==> src/rtl/accum_cmd_pkg.sv <==
// Shared types for the accumulator command sequencer.
// Opcodes, queued command layout and sequencer FSM states.
package accum_cmd_pkg;

    localparam int CMD_CNT_W = 8;

    typedef enum logic [1:0] {
        OP_HOLD = 2'b00,
        OP_LOAD = 2'b01,
        OP_RUN  = 2'b10,
        OP_RSVD = 2'b11
    } opcode_e;

    typedef struct packed {
        opcode_e               op;
        logic [7:0]            data;
        logic [CMD_CNT_W-1:0]  count;
    } cmd_t;

    typedef enum logic {
        S_IDLE = 1'b0,
        S_EXEC = 1'b1
    } state_e;

endpackage

==> src/rtl/accum_cmd_fifo.sv <==
// Synchronous command FIFO, extra pointer MSB separates full from empty.
// Storage is not reset; only the pointers are.
module accum_cmd_fifo #(
    parameter int DEPTH = 4,
    parameter int W     = 8
) (
    input  logic         clk,
    input  logic         reset_l,
    input  logic         i_push,
    input  logic [W-1:0] i_wdata,
    input  logic         i_pop,
    output logic [W-1:0] o_rdata,
    output logic         o_full,
    output logic         o_empty
);

    localparam int AW = $clog2(DEPTH);

    logic [AW:0]  r_wr_ptr;
    logic [AW:0]  r_rd_ptr;
    logic [W-1:0] r_mem [DEPTH];
    logic         w_full;
    logic         w_empty;
    logic         w_wr_en;
    logic         w_rd_en;

    assign w_empty = (r_wr_ptr == r_rd_ptr);
    assign w_full  = (r_wr_ptr[AW] != r_rd_ptr[AW]) &&
                     (r_wr_ptr[AW-1:0] == r_rd_ptr[AW-1:0]);
    assign w_wr_en = i_push && !w_full;
    assign w_rd_en = i_pop && !w_empty;

    always_ff @(posedge clk) begin
        if (w_wr_en) begin
            r_mem[r_wr_ptr[AW-1:0]] <= i_wdata;
        end
    end

    always_ff @(posedge clk or negedge reset_l) begin
        if (!reset_l) begin
            r_wr_ptr <= '0;
            r_rd_ptr <= '0;
        end else begin
            if (w_wr_en) r_wr_ptr <= r_wr_ptr + (AW+1)'(1);
            if (w_rd_en) r_rd_ptr <= r_rd_ptr + (AW+1)'(1);
        end
    end

    assign o_rdata = r_mem[r_rd_ptr[AW-1:0]];
    assign o_full  = w_full;
    assign o_empty = w_empty;

endmodule

==> src/rtl/accum_cmd_seq.sv <==
// Command sequencer feeding the load/increment accumulator.
// Queued commands expand into registered per-cycle load/in_data/inc drive.
module accum_cmd_seq
    import accum_cmd_pkg::*;
#(
    parameter int DEPTH = 4,
    parameter int CNT_W = CMD_CNT_W
) (
    input  logic             clk,
    input  logic             reset_l,
    input  logic             cmd_valid,
    output logic             cmd_ready,
    input  logic [1:0]       cmd_op,
    input  logic [7:0]       cmd_data,
    input  logic [CNT_W-1:0] cmd_count,
    output logic             load,
    output logic [7:0]       in_data,
    output logic [7:0]       inc,
    output logic             done,
    output logic             busy,
    output logic             err
);

    state_e           r_state;
    logic [CNT_W-1:0] r_remain;
    logic             r_load;
    logic [7:0]       r_in_data;
    logic [7:0]       r_inc;
    logic             r_done;
    logic             r_err;

    state_e           w_state_nx;
    logic [CNT_W-1:0] w_remain_nx;
    logic             w_load_nx;
    logic [7:0]       w_in_data_nx;
    logic [7:0]       w_inc_nx;
    logic             w_done_nx;
    logic             w_err_nx;

    cmd_t             w_push_cmd;
    cmd_t             w_head;
    logic             w_full;
    logic             w_empty;
    logic             w_push;
    logic             w_pop;
    logic             w_last;
    logic [CNT_W-1:0] w_head_cnt;

    // Ready is forced low while reset is held so nothing is accepted.
    assign cmd_ready = reset_l && !w_full;
    assign w_push    = cmd_valid && cmd_ready;

    always_comb begin
        w_push_cmd       = '0;
        w_push_cmd.op    = opcode_e'(cmd_op);
        w_push_cmd.data  = cmd_data;
        w_push_cmd.count = CMD_CNT_W'(cmd_count);
    end

    accum_cmd_fifo #(
        .DEPTH (DEPTH),
        .W     ($bits(cmd_t))
    ) u_fifo (
        .clk     (clk),
        .reset_l (reset_l),
        .i_push  (w_push),
        .i_wdata (w_push_cmd),
        .i_pop   (w_pop),
        .o_rdata (w_head),
        .o_full  (w_full),
        .o_empty (w_empty)
    );

    assign w_head_cnt = CNT_W'(w_head.count);
    assign w_last     = (r_remain == CNT_W'(1));
    assign w_pop      = !w_empty &&
                        ((r_state == S_IDLE) || w_last);

    always_comb begin
        w_state_nx   = r_state;
        w_remain_nx  = r_remain;
        w_load_nx    = r_load;
        w_in_data_nx = r_in_data;
        w_inc_nx     = r_inc;
        w_done_nx    = 1'b0;
        w_err_nx     = 1'b0;
        if (w_pop) begin
            w_state_nx   = S_EXEC;
            w_load_nx    = 1'b0;
            w_in_data_nx = 8'h00;
            w_inc_nx     = 8'h00;
            w_remain_nx  = CNT_W'(1);
            unique case (w_head.op)
                OP_LOAD: begin
                    w_load_nx    = 1'b1;
                    w_in_data_nx = w_head.data;
                end
                OP_RUN: begin
                    // A zero count retires as one idle cycle.
                    if (w_head_cnt != '0) begin
                        w_inc_nx    = w_head.data;
                        w_remain_nx = w_head_cnt;
                    end
                end
                OP_HOLD: begin
                    if (w_head_cnt != '0) begin
                        w_remain_nx = w_head_cnt;
                    end
                end
                OP_RSVD: begin
                    w_err_nx = 1'b1;
                end
            endcase
            w_done_nx = (w_remain_nx == CNT_W'(1));
        end else if (r_state == S_EXEC) begin
            if (w_last) begin
                w_state_nx   = S_IDLE;
                w_remain_nx  = '0;
                w_load_nx    = 1'b0;
                w_in_data_nx = 8'h00;
                w_inc_nx     = 8'h00;
            end else begin
                w_remain_nx = r_remain - CNT_W'(1);
                w_done_nx   = (r_remain == CNT_W'(2));
            end
        end
    end

    always_ff @(posedge clk or negedge reset_l) begin
        if (!reset_l) begin
            r_state   <= S_IDLE;
            r_remain  <= '0;
            r_load    <= 1'b0;
            r_in_data <= 8'h00;
            r_inc     <= 8'h00;
            r_done    <= 1'b0;
            r_err     <= 1'b0;
        end else begin
            r_state   <= w_state_nx;
            r_remain  <= w_remain_nx;
            r_load    <= w_load_nx;
            r_in_data <= w_in_data_nx;
            r_inc     <= w_inc_nx;
            r_done    <= w_done_nx;
            r_err     <= w_err_nx;
        end
    end

    assign load    = r_load;
    assign in_data = r_in_data;
    assign inc     = r_inc;
    assign done    = r_done;
    assign err     = r_err;
    assign busy    = (r_state == S_EXEC) || !w_empty;

endmodule

==> config.mk <==
export PLATFORM = sky130hd
export DESIGN_NAME = accum_cmd_seq
export DESIGN_NICKNAME = d
export VERILOG_FILES = /design/src/rtl/accum_cmd_pkg.sv /design/src/rtl/accum_cmd_fifo.sv /design/src/rtl/accum_cmd_seq.sv
export SDC_FILE = /design/constraint.sdc
export NUM_CORES = 1
export LEC_CHECK = 0
export CORE_AREA = 2 2 98 100
export DETAILED_ROUTE_END_ITERATION = 16
export DIE_AREA = 0 0 100 102
export PLACE_DENSITY = 0.7
export SLEW_MARGIN = 30
export SYNTH_ARGS = -nofsm -noshare
export SYNTH_HDL_FRONTEND = slang
export SYNTH_SLANG_ARGS = --single-unit
==> constraint.sdc <==
create_clock -name clk -period 6 [get_ports clk]
set_input_delay 0.9 -clock clk [delete_from_list [all_inputs] [get_ports clk]]
set_output_delay 0.9 -clock clk [all_outputs]
set_load 0.05 [all_outputs]
==> results.cfg <==
[synthesis]
yosys_warnings = 0
synth_area_leaders = edfxtp_1, dfrtp_1, mux4_2
syn-cell-area_sq_um = 4490
synth-edff-count = 72
synth_flop_cell = edfxtp_1
async_flop_share_pct = 32.1
synth_fp_nets = 295
syn_area_per_cell_sq_um = 16.9
syn_inst = 266
synth-seq-cells = 106
ys_seq_area_share_pct = 67.1
synth_top_area_share_pct = 48.2
yosys.area.top_type = edfxtp_1
synth_cell_types = 49

[power]
p_leak_nw = 1.85
max-vdd-ir-drop_mv = 0.195
powerDensity_nw_per_um2 = 441

[clocking]
cts-root-buf = clkbuf_8
ctsHoldBuffers = 0
cts_tree = built
cts_made_buffers = 9
clock_latency_ps = 360
postCtsSetupBuffers = 0
cts_max_path_buffers = 2
clkSinkCount = 106
cts.clk_slew.worst_paths_ps = 90
h-tree-depth = 3
cts_resized = 0

[sta]
final_hold_viol_count = 0
maxSlewViolCount = 0
period_needed_ps = 3790
fin_skew_ps = 16.9
tightest_slew_ps = 928
fin_crit_sh_pct = 63.1
setup_violations = 0
fin_setup_tns_ps = 0
slew_headroom_pct = 38.1
rsz0062_at_grt = false
fmax_mhz = 264

[detailed_routing]
drtIter0Drc = 124
vias = 2405
vias_per_cell = 5.65
routedWlPerCell_microns = 18.4
firstDrtPassIters = 4
drc = 0
drt-total-wl_microns = 7830
ant_nets = 0

[floorplanning]
fp.dieH_microns = 102
coreArea_sq_um = 9110
start_util_pct = 49.3
die_width_microns = 100
io_pins = 42
rows = 35
die-area_sq_um = 10200

[run_status]
status = finished, final reports clean

[worst_setup_path]
critical_path.top_delay_family = buffers and inverters
r2r_cells = 3
cp.required_ps = 5100
path_class = register to output pin
cpMaxStageDelayCell = dfrtp_1
critPathBufInv = 3
worstSetupEndpointType = output pin
crit_chain = xor2_1 > nor4_2 > buf_4 > inv_1 > clkdlybuf4s50_1
startpoint_type = register
crit_path_max_incr_delay_ps = 960
rr_startpoint = u_fifo.r_rd_ptr[1]
r2r_slack_ps = 3210
cp_max_fo = 22
crit_arrival_ps = 2890
rr_endpoint = u_fifo.r_mem[2][15]

[placement]
globalplace.congestion = 0.818
dp_hpwl_microns = 5240
io_buffers = 41

[global_route]
gr-usage-all-layers_pct = 16.7
grt_antenna_before_repair = 0
grt_max_degree = 36
grt_pass1_vias = 2448
grt_pass1_wl_microns = 12700
overflow = 0

[final_layout]
n_antenna_cell = 0
register_area_sq_um = 3010
drive_above_1_share_pct = 17.5
multiInputGateArea_sq_um = 1360
nets = 339
syn2layout_area_growth_pct = 15.4
fin_util_pct = 56.9
fillCellCount = 747

[worst_hold_path]
min_path_type = register to register
min_from = load
holdPathStages = 1
hold_end = load

[job]
maxCapViolations = 0
[worst reg2reg max path: stages (launching register included)]
cell and delay [ps]:
dfrtp_1 960, xor2_1 380, o31a_1 290, and3_1 790
[cell type report]
class,count,share of cell area (%)
Inverter,10,0.725
Timing Repair Buffer,44,8.36
Tap cell,111,2.68
Multi-Input combinational cell,139,26.3
Clock inverter,5,1.23
Clock buffer,11,2.54
Sequential cell,106,58.2
[synth_stat cells, types with 2 or more instances]
cell      instances
edfxtp_1         72
dfrtp_1          34
nand2_1          18
mux4_2           15
inv_1            10
o21ai_0          10
a22o_1            8
ha_1              8
o31ai_2           8
nand3_1           5
nand4_1           5
and3_1            4
buf_2             4
nor2_1            4
xnor2_1           4
a211oi_1          3
a21oi_1           3
buf_4             3
buf_6             3
mux2_2            3
mux2i_1           3
nor3_1            3
o211ai_1          3
xor2_1            3
a221o_1           2
mux4_1            2
nor4_2            2
nor4_4            2
o31a_1            2
[where the power goes]
part / internal, mW / leakage [nW] / switching (mW)
Sequential: 0.919 / 1.09 / 0.112
Clock: 0.198 / 0.0960 / 0.237
Combinational: 0.332 / 0.658 / 0.489
Total: 1.45 / 1.85 / 0.838
[cells in the final DEF, fill, tap and decap left out, drive strengths merged, types with 3 or more instances in the layout]
cell type / Yosys / routed
and3: 4 / 4
o211ai: 3 / 3
nand4: 5 / 5
nor3: 4 / 4
dfrtp: 34 / 34
nor2: 4 / 4
a211oi: 3 / 3
nor4: 5 / 5
o31ai: 9 / 9
a22o: 8 / 8
xnor2: 4 / 4
buf: 10 / 3
nand3: 6 / 6
ha: 8 / 8
xor2: 4 / 4
inv: 10 / 12
mux2: 3 / 3
clkdlybuf4s50: 0 / 41
clkbuf: 1 / 11
mux4: 17 / 17
a21oi: 3 / 3
o21ai: 11 / 11
nand2: 18 / 18
mux2i: 3 / 3
edfxtp: 72 / 72
[metrics by stage]
| step | std cells | setup slack (ps) | total power, mW | hold WS [ps] | area [sq um] |
|---|---|---|---|---|---|
| 3_3_place_gp | 410 | 2190 | 1.86 | 463 | 4980 |
| 5_1_grt | 426 | 1990 | 2.42 | 504 | 5180 |
| 2_1_floorplan | 266 | 3520 | 1.66 | 498 | 4490 |
| 4_1_cts | 426 | 2140 | 2.31 | 486 | 5180 |
| 6_report | 426 | 2210 | 2.29 | 481 | 5180 |
| 3_5_place_dp | 410 | 2170 | 1.87 | 466 | 4980 |
[flip-flops by register name (all words and copies together) (netlist names)]
name and cells:
done 1, err 1, u_fifo.r_mem 72, in_data 8, r_state 1, u_fifo.r_wr_ptr 3, load 1, r_remain 8
u_fifo.r_rd_ptr 3, inc 8
[worst max-delay path by stage]
stage	from	to	cells after the start
detailed placement	reset_l	cmd_ready	4
floorplan	u_fifo.r_rd_ptr[0]	busy	5
finish	u_fifo.r_rd_ptr[1]	busy	5
global placement	reset_l	cmd_ready	4
CTS	u_fifo.r_rd_ptr[1]	busy	5
global route	u_fifo.r_rd_ptr[1]	busy	5
[kinds of logic (layout without fill, tap and decap cells)]
logic type | after synthesis | count (layout) | share of synthesized area (%)
flops | 106 | 106 | 67.1
compound gates | 51 | 51 | 9.45
simple gates | 49 | 49 | 6.74
mux | 23 | 23 | 10.1
buf+inv | 21 | 70 | 2.62
fa+ha+maj | 8 | 8 | 2.23
xor+xnor | 8 | 8 | 1.73
[layer usage]
layer	GRT usage [%]	wire, microns	up-vias
met2	27.5	3850	51
met5	0	0	-
met4	6.43	91	0
met3	3.28	260	8
li1	-	-	1136
met1	22.4	3630	1210
No activity file was read; power rests on OpenSTA's default activity.
